$ cat src/rtl/fixed_point_divider.sv
// Signed restoring divider with fixed-point dividend scaling, quotient saturation and a valid/ready handshake.
// Optional feature macro: DIVIDER_REMAINDER_EN adds the signed remainder_out port and its sign fixup.

module fixed_point_divider #(
  parameter int WIDTH     = 32,
  parameter int FRAC_BITS = 0,
  parameter int OUT_SIZE  = 20
) (
  input  logic                clk_in,
  input  logic                rst_n_in,
  input  logic [WIDTH-1:0]    dividend_in,
  input  logic [WIDTH-1:0]    divisor_in,
  input  logic                valid_in,
  output logic                ready_out,
  output logic [OUT_SIZE-1:0] quotient_out,
`ifdef DIVIDER_REMAINDER_EN
  output logic [WIDTH-1:0]    remainder_out,
`endif
  output logic                valid_out,
  input  logic                ready_in,
  output logic                error_out,
  output logic                overflow_out,
  output logic                busy_out
);

  localparam int N    = WIDTH + FRAC_BITS;
  localparam int CNTW = $clog2(N + 1);
  localparam int CW   = ((N > OUT_SIZE) ? N : OUT_SIZE) + 1;

  localparam logic [CW-1:0] POS_LIMIT = {{(CW-OUT_SIZE+1){1'b0}}, {(OUT_SIZE-1){1'b1}}};
  localparam logic [CW-1:0] NEG_LIMIT = POS_LIMIT + 1'b1;

  typedef enum logic [1:0] {
    IDLE,
    DIVIDING,
    FIXUP,
    DONE
  } state_t;

  state_t state_q, state_d;

  logic                ready_q, ready_d;
  logic [CNTW-1:0]     cnt_q, cnt_d;
  logic [N-1:0]        shift_q, shift_d;
  logic [WIDTH-1:0]    rem_q, rem_d;
  logic [WIDTH:0]      dsr_q, dsr_d;
  logic                negQ_q, negQ_d;
  logic                zero_q, zero_d;
  logic [OUT_SIZE-1:0] quot_q, quot_d;
  logic                err_q, err_d;
  logic                ovf_q, ovf_d;
`ifdef DIVIDER_REMAINDER_EN
  logic                negR_q, negR_d;
  logic [WIDTH-1:0]    remOut_q, remOut_d;
`endif

  logic [WIDTH-1:0]    dvdAbs, dsrAbs;
  logic [WIDTH:0]      remShift;
  logic [WIDTH-1:0]    remDiff;
  logic                fits;
  logic [CW-1:0]       magExt;
  logic [OUT_SIZE-1:0] satQuot;
  logic                satOvf;

  // Operand magnitudes; negating the most negative value wraps to the correct unsigned magnitude.
  always_comb begin
    dvdAbs = dividend_in[WIDTH-1] ? (~dividend_in + 1'b1) : dividend_in;
    dsrAbs = divisor_in[WIDTH-1]  ? (~divisor_in  + 1'b1) : divisor_in;
  end

  // One restoring step: the partial remainder stays below the divisor, so WIDTH bits hold it.
  always_comb begin
    remShift = {rem_q, shift_q[N-1]};
    fits     = (remShift >= dsr_q);
    remDiff  = remShift[WIDTH-1:0] - dsr_q[WIDTH-1:0];
  end

  always_comb begin
    magExt  = {{(CW-N){1'b0}}, shift_q};
    satQuot = '0;
    satOvf  = 1'b0;
    if (negQ_q) begin
      if (magExt > NEG_LIMIT) begin
        satQuot = {1'b1, {(OUT_SIZE-1){1'b0}}};
        satOvf  = 1'b1;
      end else begin
        satQuot = ~magExt[OUT_SIZE-1:0] + 1'b1;
      end
    end else begin
      if (magExt > POS_LIMIT) begin
        satQuot = {1'b0, {(OUT_SIZE-1){1'b1}}};
        satOvf  = 1'b1;
      end else begin
        satQuot = magExt[OUT_SIZE-1:0];
      end
    end
  end

  always_comb begin
    state_d  = state_q;
    cnt_d    = cnt_q;
    shift_d  = shift_q;
    rem_d    = rem_q;
    dsr_d    = dsr_q;
    negQ_d   = negQ_q;
    zero_d   = zero_q;
    quot_d   = quot_q;
    err_d    = err_q;
    ovf_d    = ovf_q;
`ifdef DIVIDER_REMAINDER_EN
    negR_d   = negR_q;
    remOut_d = remOut_q;
`endif
    case (state_q)
      IDLE: begin
        if (valid_in && ready_q) begin
          cnt_d   = '0;
          shift_d = N'(dvdAbs) << FRAC_BITS;
          rem_d   = '0;
          dsr_d   = {1'b0, dsrAbs};
          negQ_d  = dividend_in[WIDTH-1] ^ divisor_in[WIDTH-1];
          zero_d  = (divisor_in == '0);
`ifdef DIVIDER_REMAINDER_EN
          negR_d  = dividend_in[WIDTH-1];
`endif
          state_d = DIVIDING;
        end
      end
      DIVIDING: begin
        // A zero divisor skips the iterations and the sign fixup entirely.
        if (zero_q) begin
          quot_d   = '0;
          err_d    = 1'b1;
          ovf_d    = 1'b0;
`ifdef DIVIDER_REMAINDER_EN
          remOut_d = '0;
`endif
          state_d  = DONE;
        end else begin
          shift_d = {shift_q[N-2:0], fits};
          rem_d   = fits ? remDiff : remShift[WIDTH-1:0];
          cnt_d   = cnt_q + 1'b1;
          if (cnt_q == CNTW'(N - 1)) begin
            state_d = FIXUP;
          end
        end
      end
      FIXUP: begin
        quot_d   = satQuot;
        ovf_d    = satOvf;
        err_d    = 1'b0;
`ifdef DIVIDER_REMAINDER_EN
        remOut_d = negR_q ? (~rem_q + 1'b1) : rem_q;
`endif
        state_d  = DONE;
      end
      DONE: begin
        if (ready_in) begin
          state_d = IDLE;
        end
      end
      default: state_d = IDLE;
    endcase
    ready_d = (state_d == IDLE);
  end

  // ready is registered so it stays low during reset and has no path from ready_in.
  always_ff @(posedge clk_in or negedge rst_n_in) begin
    if (!rst_n_in) begin
      state_q  <= IDLE;
      ready_q  <= 1'b0;
      cnt_q    <= '0;
      shift_q  <= '0;
      rem_q    <= '0;
      dsr_q    <= '0;
      negQ_q   <= 1'b0;
      zero_q   <= 1'b0;
      quot_q   <= '0;
      err_q    <= 1'b0;
      ovf_q    <= 1'b0;
`ifdef DIVIDER_REMAINDER_EN
      negR_q   <= 1'b0;
      remOut_q <= '0;
`endif
    end else begin
      state_q  <= state_d;
      ready_q  <= ready_d;
      cnt_q    <= cnt_d;
      shift_q  <= shift_d;
      rem_q    <= rem_d;
      dsr_q    <= dsr_d;
      negQ_q   <= negQ_d;
      zero_q   <= zero_d;
      quot_q   <= quot_d;
      err_q    <= err_d;
      ovf_q    <= ovf_d;
`ifdef DIVIDER_REMAINDER_EN
      negR_q   <= negR_d;
      remOut_q <= remOut_d;
`endif
    end
  end

  assign ready_out     = ready_q;
  assign busy_out      = (state_q != IDLE);
  assign valid_out     = (state_q == DONE);
  assign quotient_out  = quot_q;
  assign error_out     = err_q;
  assign overflow_out  = ovf_q;
`ifdef DIVIDER_REMAINDER_EN
  assign remainder_out = remOut_q;
`endif

endmodule

$ cat config.mk
export PLATFORM = sky130hd
export DESIGN_NAME = fixed_point_divider
export DESIGN_NICKNAME = d
export VERILOG_FILES = /design/src/rtl/fixed_point_divider.sv
export SDC_FILE = /design/constraint.sdc
export NUM_CORES = 1
export LEC_CHECK = 0
export ABC_AREA = 1
export ABC_CLOCK_PERIOD_IN_PS = 4100
export CAP_MARGIN = 15
export CORE_MARGIN = 2
export CORE_UTILIZATION = 50
export DETAILED_ROUTE_END_ITERATION = 10
export HOLD_SLACK_MARGIN = 0.1
export PLACE_DENSITY_LB_ADDON = 0.3
export SLEW_MARGIN = 5
export SYNTH_ARGS = -nofsm -noshare
export SYNTH_HDL_FRONTEND = slang
export SYNTH_SLANG_ARGS = --single-unit
$ cat constraint.sdc
create_clock -name clk_in -period 4.1 [get_ports clk_in]
set_input_delay 0.615 -clock clk_in [delete_from_list [all_inputs] [get_ports clk_in]]
set_output_delay 0.615 -clock clk_in [all_outputs]
set_load 0.05 [all_outputs]
* Word-level counts from Yosys, hierarchy flattened
Cells that the tools add are included.
** Operators by class
- Add/subtract/negate cells :: 5
- Reduce and logical (&&, ||, !) cells :: 10
- Equal/unequal tests :: 7
- Multiplexer cells :: 29
- Magnitude comparators :: 3
- Bitwise logic cells :: 4
** Operator list (count)
- $mux 32 :: 7
- $pmux 32 s2 :: 2
- $mux 20 :: 4
- $add 32x1->32 const B :: 2
- $not 32->32 :: 2
- $pmux 20 s2 :: 1
- $ge 33x32->1 :: 1
- $gt 32x19->1 const B :: 1
- $gt 32x20->1 const B :: 1
- $logic_not 32->1 :: 1
- $sub 32x32->32 :: 1
- $add 20x1->20 const B :: 1
- $not 20->20 :: 1
- $mux 6 :: 2
- $pmux 6 s2 :: 1
- $mux 2 :: 4
- $pmux 2 s4 :: 1
- $add 6x1->6 const B :: 1
- $eq 6x5->1 const B :: 1
- $ne 2x2->1 const B :: 3
- $reduce_bool 2->1 :: 3
- $mux 1 :: 5
- $eq 2x2->1 const B :: 2
- $logic_not 2->1 :: 2
- other kinds (6) :: 8
** Word-level totals
- Input bits :: 68
- Logic and storage cells :: 69
- Register bits :: 129
- Output and inout bits :: 25

* Logic depth before layout (Yosys ltp)
Gate-level depths: netlist of the first run.
- Word-level depth :: 5
- Mapped depth :: 17
- Mapped depth without buffers :: 16

* Least setup slack after synthesis of the first run
Ideal clock, no wire load.
- Path kind :: input to register
- From :: in divisor_in[1]
- To :: reg dsr_q[18]
- Library setup time :: 0.121 ns
- Path buffers :: 0
- Required time :: 3.979 ns
- Path slack :: 2.135 ns
- Stages :: 12
- Data arrival time :: 1.844 ns
- Path through :: inv_1 -> ha_1 -> inv_1 -> nor3_1 -> inv_1 -> nor2_2 -> nand2_1 -> o21ai_2 -> nand2_1 -> nor2_1 -> nand3b_1 -> o21ai_1
** On the way
- Cells in the longest elaborated chain, start to end :: 3
** RTL lines
- start: declaration :: RTL line 12 : input logic [WIDTH-1:0] divisor_in,
- $not 32->32 :: RTL line 68 : dsrAbs = divisor_in[WIDTH-1] ? (~divisor_in + 1'b1) : divisor_in;
- $add 32x1->32 :: RTL line 68
- $mux 32 :: RTL line 68
- end signal: assignment :: RTL line 191 : dsr_q <= dsr_d;
- end: declaration :: RTL line 46 : logic [WIDTH:0] dsr_q, dsr_d;
Every way passes these cells.
A chain may end at the register's enable or synchronous reset.

* Worst setup path in the final report of the first run
- From :: reg rem_q[27]
- To :: reg shift_q[0]
** On the way
- Cells in the longest elaborated chain, start to end :: 3
** RTL lines
- start: declaration :: RTL line 45 : logic [WIDTH-1:0] rem_q, rem_d;
- start signal: assignment :: RTL line 190 : rem_q <= rem_d;
- $ge 33x32->1 :: RTL line 74 : fits = (remShift >= dsr_q);
- $mux 32 :: RTL line 131 : if (zero_q) begin
- $pmux 32 s2 :: RTL line 114 : case (state_q)
- end signal: assignment :: RTL line 189 : shift_q <= shift_d;
- end: declaration :: RTL line 44 : logic [N-1:0] shift_q, shift_d;
Every way passes these cells. The select of a mux whose other input is x is not followed.

==> impl_metrics.ini, run 1 <==
[clock_tree]
cts-root-buf = clkbuf_16
clk_latency_ns = 0.43
postCtsSetupRepairBufs = 0
cts_max_level = 4
clock_sinks = 129
cts_tree = yes
cts-buffers-inserted = 17
clkTransAtPathRegs_ns = 0.06
cts_buffer_depth = 2
ctsResizeCount = 0
cts_hold_buf = 0

[outcome]
outcome = finished clean

[critical_path]
arrival_ns = 3.03
path_depth = 10
reg2regPathDepth = 10
worstSetupPathType = reg -> reg
critPathRequiredTime_ns = 4.37
path_delay_family = simple AND/OR/NAND/NOR gates
cp_max_fo = 33
crit_buf_inv = 1
crit_path_start_kind = register
slowest_delay_ns = 0.40
endpoint_kind = register
path_cells = ha_1 -> a21oi_1 -> nand2_1 -> a21oi_1 -> nand2_2 -> nor2_4 -> buf_4 -> nand2_4 -> nand2_1 -> o221ai_1
slowest_stage = dfrtp_1

[worst_hold_path]
hp-class = in -> async

[global_routing]
grt_pass1_vias = 10050
antenna_found_initial = 0
gr-total-overflow = 0
grt_use_total_pct = 29.21
grt_max_degree = 72
grt_pass1_wl_mm = 52.08

[sta]
timing.slew.headroom_pct = 29.48
setup_ws_ns = 1.337
clock_skew_ns = 0.01243
worst_slew_pin_slew_ns = 1.058
hold_viol_final = 0
fin_crit_ns = 2.763
fmax_mhz = 361.9
grt_setup_unrepaired = no
setup_violations = 0
slew_viol_final = 0
timing.final.crit_share_pct = 67.39
setup-tns-final_ns = 0

[floorplan]
die-area_sq_um = 22730
die_h_um = 150.8
start_util_pct = 51.07
core_sq_um = 21090
fp.dieW_um = 150.8
pin_count = 93
fp-row-count = 53

[yosys]
async_reset_ff_share_pct = 100.0
syn_area_per_cell_sq_um = 6.316
synth_seq_cells = 129
synth_warnings = 0
synth.distinct_cells = 46
synth.top_cell.area_share_pct = 29.98
syn_area_sq_um = 10770
yosysSeqAreaShare_pct = 29.98
syn_nets = 1810
yosysTopAreaCell = dfrtp_1
synth_edf_count = 0
synth.area.top_cells = dfrtp_1 (30%), nand2_1 (19%), inv_1 (9.8%), nand3_1 (7.4%), nor2_1 (4.8%)
ys.flop_type = dfrtp_1
syn-instance-count = 1705

[detailed_routing]
wl_mm = 32.27
route.detailed.drc = 0
wire_per_inst_um = 15.64
via_count = 10970
drt-vias-per-instance = 5.318
drtAntennaViolNets = 0
first_pass_iters = 5
drtIter0Drc = 936

[finish]
final_cells = 2063
regArea_sq_um = 3228
antenna_cells = 0
drive_above_1_share_pct = 5.313
fillers = 2072
fin_nets = 1880
multi_input_area_sq_um = 6192
area_growth_pct = 15.46

[place]
gp_congestion = 0.9378
dpl_worst_slack_ns = 1.388
dpl.hpwl_mm = 24.62
place_inst = 2031
port_buffers = 92

[power]
powerDensity_nw_per_um2 = 903.7
p_leak_uw = 0.006447
ir_drop_v = 0.0003684

[flow_run]
maxCapViolations = 0
[worst paths after layout]
kind	to	slack, ns	startpoint
min in group clk_in	quotient_out[4]$_DFFE_PN0P_	0.48	quotient_out[4]$_DFFE_PN0P_
hold reg to reg	quotient_out[4]$_DFFE_PN0P_	0.48	quotient_out[4]$_DFFE_PN0P_
setup reg to reg	shift_q[0]$_DFFE_PN0P_	1.34	rem_q[27]$_DFFE_PN0P_
setup / recovery	shift_q[0]$_DFFE_PN0P_	1.34	rem_q[27]$_DFFE_PN0P_
hold / removal	dsr_q[14]$_DFFE_PN0P_	0.20	rst_n_in
max in group asynchronous	dsr_q[25]$_DFFE_PN0P_	2.97	rst_n_in
[report_power, final]
| group | leakage, uW | switching, uW | internal (uW) |
|---|---|---|---|
| Combinational | 0.00457 | 4860 | 2500 |
| Clock | 0.000276 | 623 | 885 |
| Sequential | 0.00161 | 472 | 1890 |
[flip-flops by register name, summed over array words and instances (netlist names)]
name,count
dsr_q,32
rem_q,32
shift_q,32
quotient_out,20
cnt_q,6
state_q,2
error_out,1
negQ_q,1
overflow_out,1
ready_out,1
zero_q,1
[placed cells by master, fill, tap and decap left out, drive strengths merged, types with 36 or more instances in the layout]
master	instances
xor2	37
nand2	559
inv	291
nor2	155
o21ai	83
a21oi	37
dfrtp	129
clkdlybuf4s50	91
nand3	161
ha	36
[logic make-up after synthesis]
logic type,Yosys count,synth area share (%)
compound gates,192,10.58
xor+xnor,53,4.310
fa+ha+maj,37,4.369
buf+inv,342,12.57
flops,129,29.98
simple gates,952,38.19
[stage by stage]
stage	instance area (sq um)	hold WS (ns)	total power, uW	utilization [%]
final	12430	0.1972	11240	58.97
after detailed placement	11860	0.4665	9602	56.25
after CTS	12430	0.2174	11150	58.97
after global placement	11860	0.4671	9496	56.25
after floorplan	10770	0.3194	7774	-
after global routing	12430	0.2508	12280	58.97
[worst reg2reg max path: cells and delay by family, from the launching register on]
| family | cells | cell delay (ns) |
|---|---|---|
| flip-flops | 1 | 0.40 |
| AO/OA/AOI/OAI | 3 | 0.66 |
| buffers and inverters | 1 | 0.34 |
| AND/OR/NAND/NOR | 5 | 0.84 |
| adder cells (fa/ha/maj) | 1 | 0.37 |
[area by class of cell]
cell class,count,area share [%]
multi-input cells,1234,49.80
inverters,289,8.724
well taps,275,2.767
clock inverters,11,0.8251
flip-flops and latches,129,25.96
clock buffers,21,3.783
repair buffers,104,8.140
[cell usage after synthesis (4+ instances only)]
master	instances
xnor2_1	16
nor4_1	4
nand2_2	8
nor2_4	4
nand2_1	547
nor2_2	14
or2_2	6
buf_4	6
dfrtp_1	129
o22ai_1	18
nand2_4	4
buf_2	8
ha_1	36
o31ai_1	20
nor3_1	14
nand3b_1	16
inv_2	8
nand4_1	30
o221ai_1	11
nor2_1	137
nand3_1	159
xor2_1	37
clkbuf_1	27
inv_1	281
and2_1	4
buf_1	7
a21oi_1	36
o21ai_0	67
o21ai_1	15
o21bai_1	14
[per-layer routing]
layer  part of all wire (%)  track usage (%)  vias up
li1                       -                -     5528
met3                    7.9            5.333       31
met5                      0                0        -
met2                     43            43.23      436
met1                     48            44.16     4976
met4                    1.2            6.636        0
No activity file was read; power rests on OpenSTA's default activity.
==> inputs of run 2 (changes only) <==
Settings changed: ABC_CLOCK_PERIOD_IN_PS 4100 to 2490.
Clock period 4.1 ns to 2.49 ns, I/O delays scaled along.
==> run 2 against run 1 <==
Against the previous run: routed wire length grew 0.79%; critical path depth decreased by 7; combinational power rose by 68%; sequential power increased by 64%; sequential cell count unchanged; clock-buffer cell count fell by 3; final area up 1.8%; highest routed layer unchanged.
==> impl_metrics.ini, run 2 (synthesis results as in run 1) <==
[critical_path]
r2r-end = rem_q[24]$_DFFE_PN0P_
crit_path_start_kind = register
slowest_stage = clkdlybuf4s50_1
path_delay_family = buffers and inverters
cp_max_fo = 3
worst-r2r-setup-slack_ns = 0.20
path_depth = 3
crit_buf_inv = 2
slowest_delay_ns = 0.72
reg2regPathDepth = 13
path_cells = nor2_1 -> inv_1 -> clkdlybuf4s50_1
arrival_ns = 2.00
critPathRequiredTime_ns = 2.12
r2r_start = shift_q[31]$_DFFE_PN0P_
worstSetupPathType = reg -> out
endpoint_kind = output pin

[clock_tree]
clkTransAtPathRegs_ns = 0.07
cts_tree = yes
clock_sinks = 129
clk_latency_ns = 0.44
cts-root-buf = clkbuf_16
cts_buffer_depth = 2
cts_max_level = 4
cts-buffers-inserted = 17

[floorplan]
die-area_sq_um = 22730
start_util_pct = 51.07
fp-row-count = 53
fp.dieW_um = 150.8
pin_count = 93
die_h_um = 150.8
core_sq_um = 21090

[global_routing]
gr-total-overflow = 0
grt_use_total_pct = 29.81
grt_pass1_vias = 10080
grt_max_degree = 66
antenna_found_initial = 0
grt_pass1_wl_mm = 52.54

[sta]
setup-tns-final_ns = 0
hold_viol_final = 0
setup_violations = 0
fmax_mhz = 421.8
timing.final.crit_share_pct = 95.22
clock_skew_ns = 0.01521
setup_ws_ns = 0.1191
fin_crit_ns = 2.371
timing.slew.headroom_pct = 35.09
slew_viol_final = 0
grt_setup_unrepaired = no
worst_slew_pin_slew_ns = 0.9736

[detailed_routing]
route.detailed.drc = 0
drt-vias-per-instance = 5.320
wl_mm = 32.53
drtAntennaViolNets = 0
first_pass_iters = 7
wire_per_inst_um = 15.59
via_count = 11100
drtIter0Drc = 1010

[power]
ir_drop_v = 0.0006392
p_leak_uw = 0.006585
powerDensity_nw_per_um2 = 1493

[worst_hold_path]
hp-class = in -> async

[finish]
fin_nets = 1903
reg_top3 = dsr_q: 32 flops, rem_q: 32 flops, shift_q: 32 flops
drive_above_1_share_pct = 6.516
final_common_cell = nand2_1
area_growth_pct = 17.59
final_cell_mix = nand2_1 (547), inv_1 (281), nand3_1 (158)
antenna_cells = 0

[outcome]
outcome = finished clean

[flow_run]
maxCapViolations = 0

[place]
dpl.hpwl_mm = 25.09
dpl_worst_slack_ns = 0.02957
port_buffers = 92
gp_congestion = 1.026
run 2: changes by cell type in the layout (fill, tap and decap cells not counted), moves of 2 or more:
| cell | previous run | this run |
|---|---|---|
| buf_4 | 12 | 30 |
| buf_12 | 0 | 2 |
| buf_6 | 1 | 3 |
| clkbuf_8 | 3 | 1 |
| clkinv_4 | 2 | 4 |
| clkinvlp_4 | 3 | 1 |
run 2: final cells by class:
class / instances / area, sq um
flip-flops and latches: 129 / 3228
multi-input cells: 1234 / 6192
well taps: 275 / 344.1
inverters: 289 / 1085
clock buffers: 18 / 439.2
repair buffers: 127 / 1220
fillers: 2065 / 8424
clock inverters: 14 / 155.1
run 2: repair_timing:
action	CTS	global route
buffers inserted	0	0
resized for setup	0	2
endpoints found under the hold margin	35	0
hold buffers	1	0
endpoints found under the setup margin	0	8
run 2: worst max path at each step:
stage | from | to | slack (ns)
floorplan | rem_q[23]$_DFFE_PN0P_ | rem_q[14]$_DFFE_PN0P_ | 0.58
global placement | divisor_in[0] | dsr_q[18]$_DFFE_PN0P_ | 0.07
detailed placement | divisor_in[0] | dsr_q[18]$_DFFE_PN0P_ | 0.03
CTS | rem_q[26]$_DFFE_PN0P_ | rem_q[25]$_DFFE_PN0P_ | 0.14
global route | dsr_q[5]$_DFFE_PN0P_ | rem_q[27]$_DFFE_PN0P_ | 0.02
finish | state_q[1]$_DFF_PN0_ | busy_out | 0.12
run 2: metrics by stage:
stage	instance area, sq um	utilization, %	instances	power (uW)	hold slack [ns]
final	12660	60.05	2086	18910	0.3967
after global routing	12660	60.05	2086	20600	0.4307
after CTS	12660	60.02	2086	18710	0.4051
after detailed placement	12050	57.15	2053	16050	0.2979
after global placement	12050	57.15	2053	15890	0.2917
after floorplan	10770	-	1705	12800	0.07791
run 2: power breakdown:
| part | internal [uW] | switching (uW) | total (uW) |
|---|---|---|---|
| clock network | 1520 | 1070 | 2580 |
| registers | 3110 | 771 | 3880 |
| logic | 4320 | 8130 | 12400 |
| total | 8940 | 9970 | 18900 |
run 2: layer usage:
layer / vias up / global-route usage (%) / routed length (um)
li1: 5584 / - / -
met1: 5047 / 44.43 / 15400
met2: 420 / 43.64 / 13630
met3: 46 / 5.818 / 2833
met4: 0 / 8.785 / 663
met5: - / 0 / 0
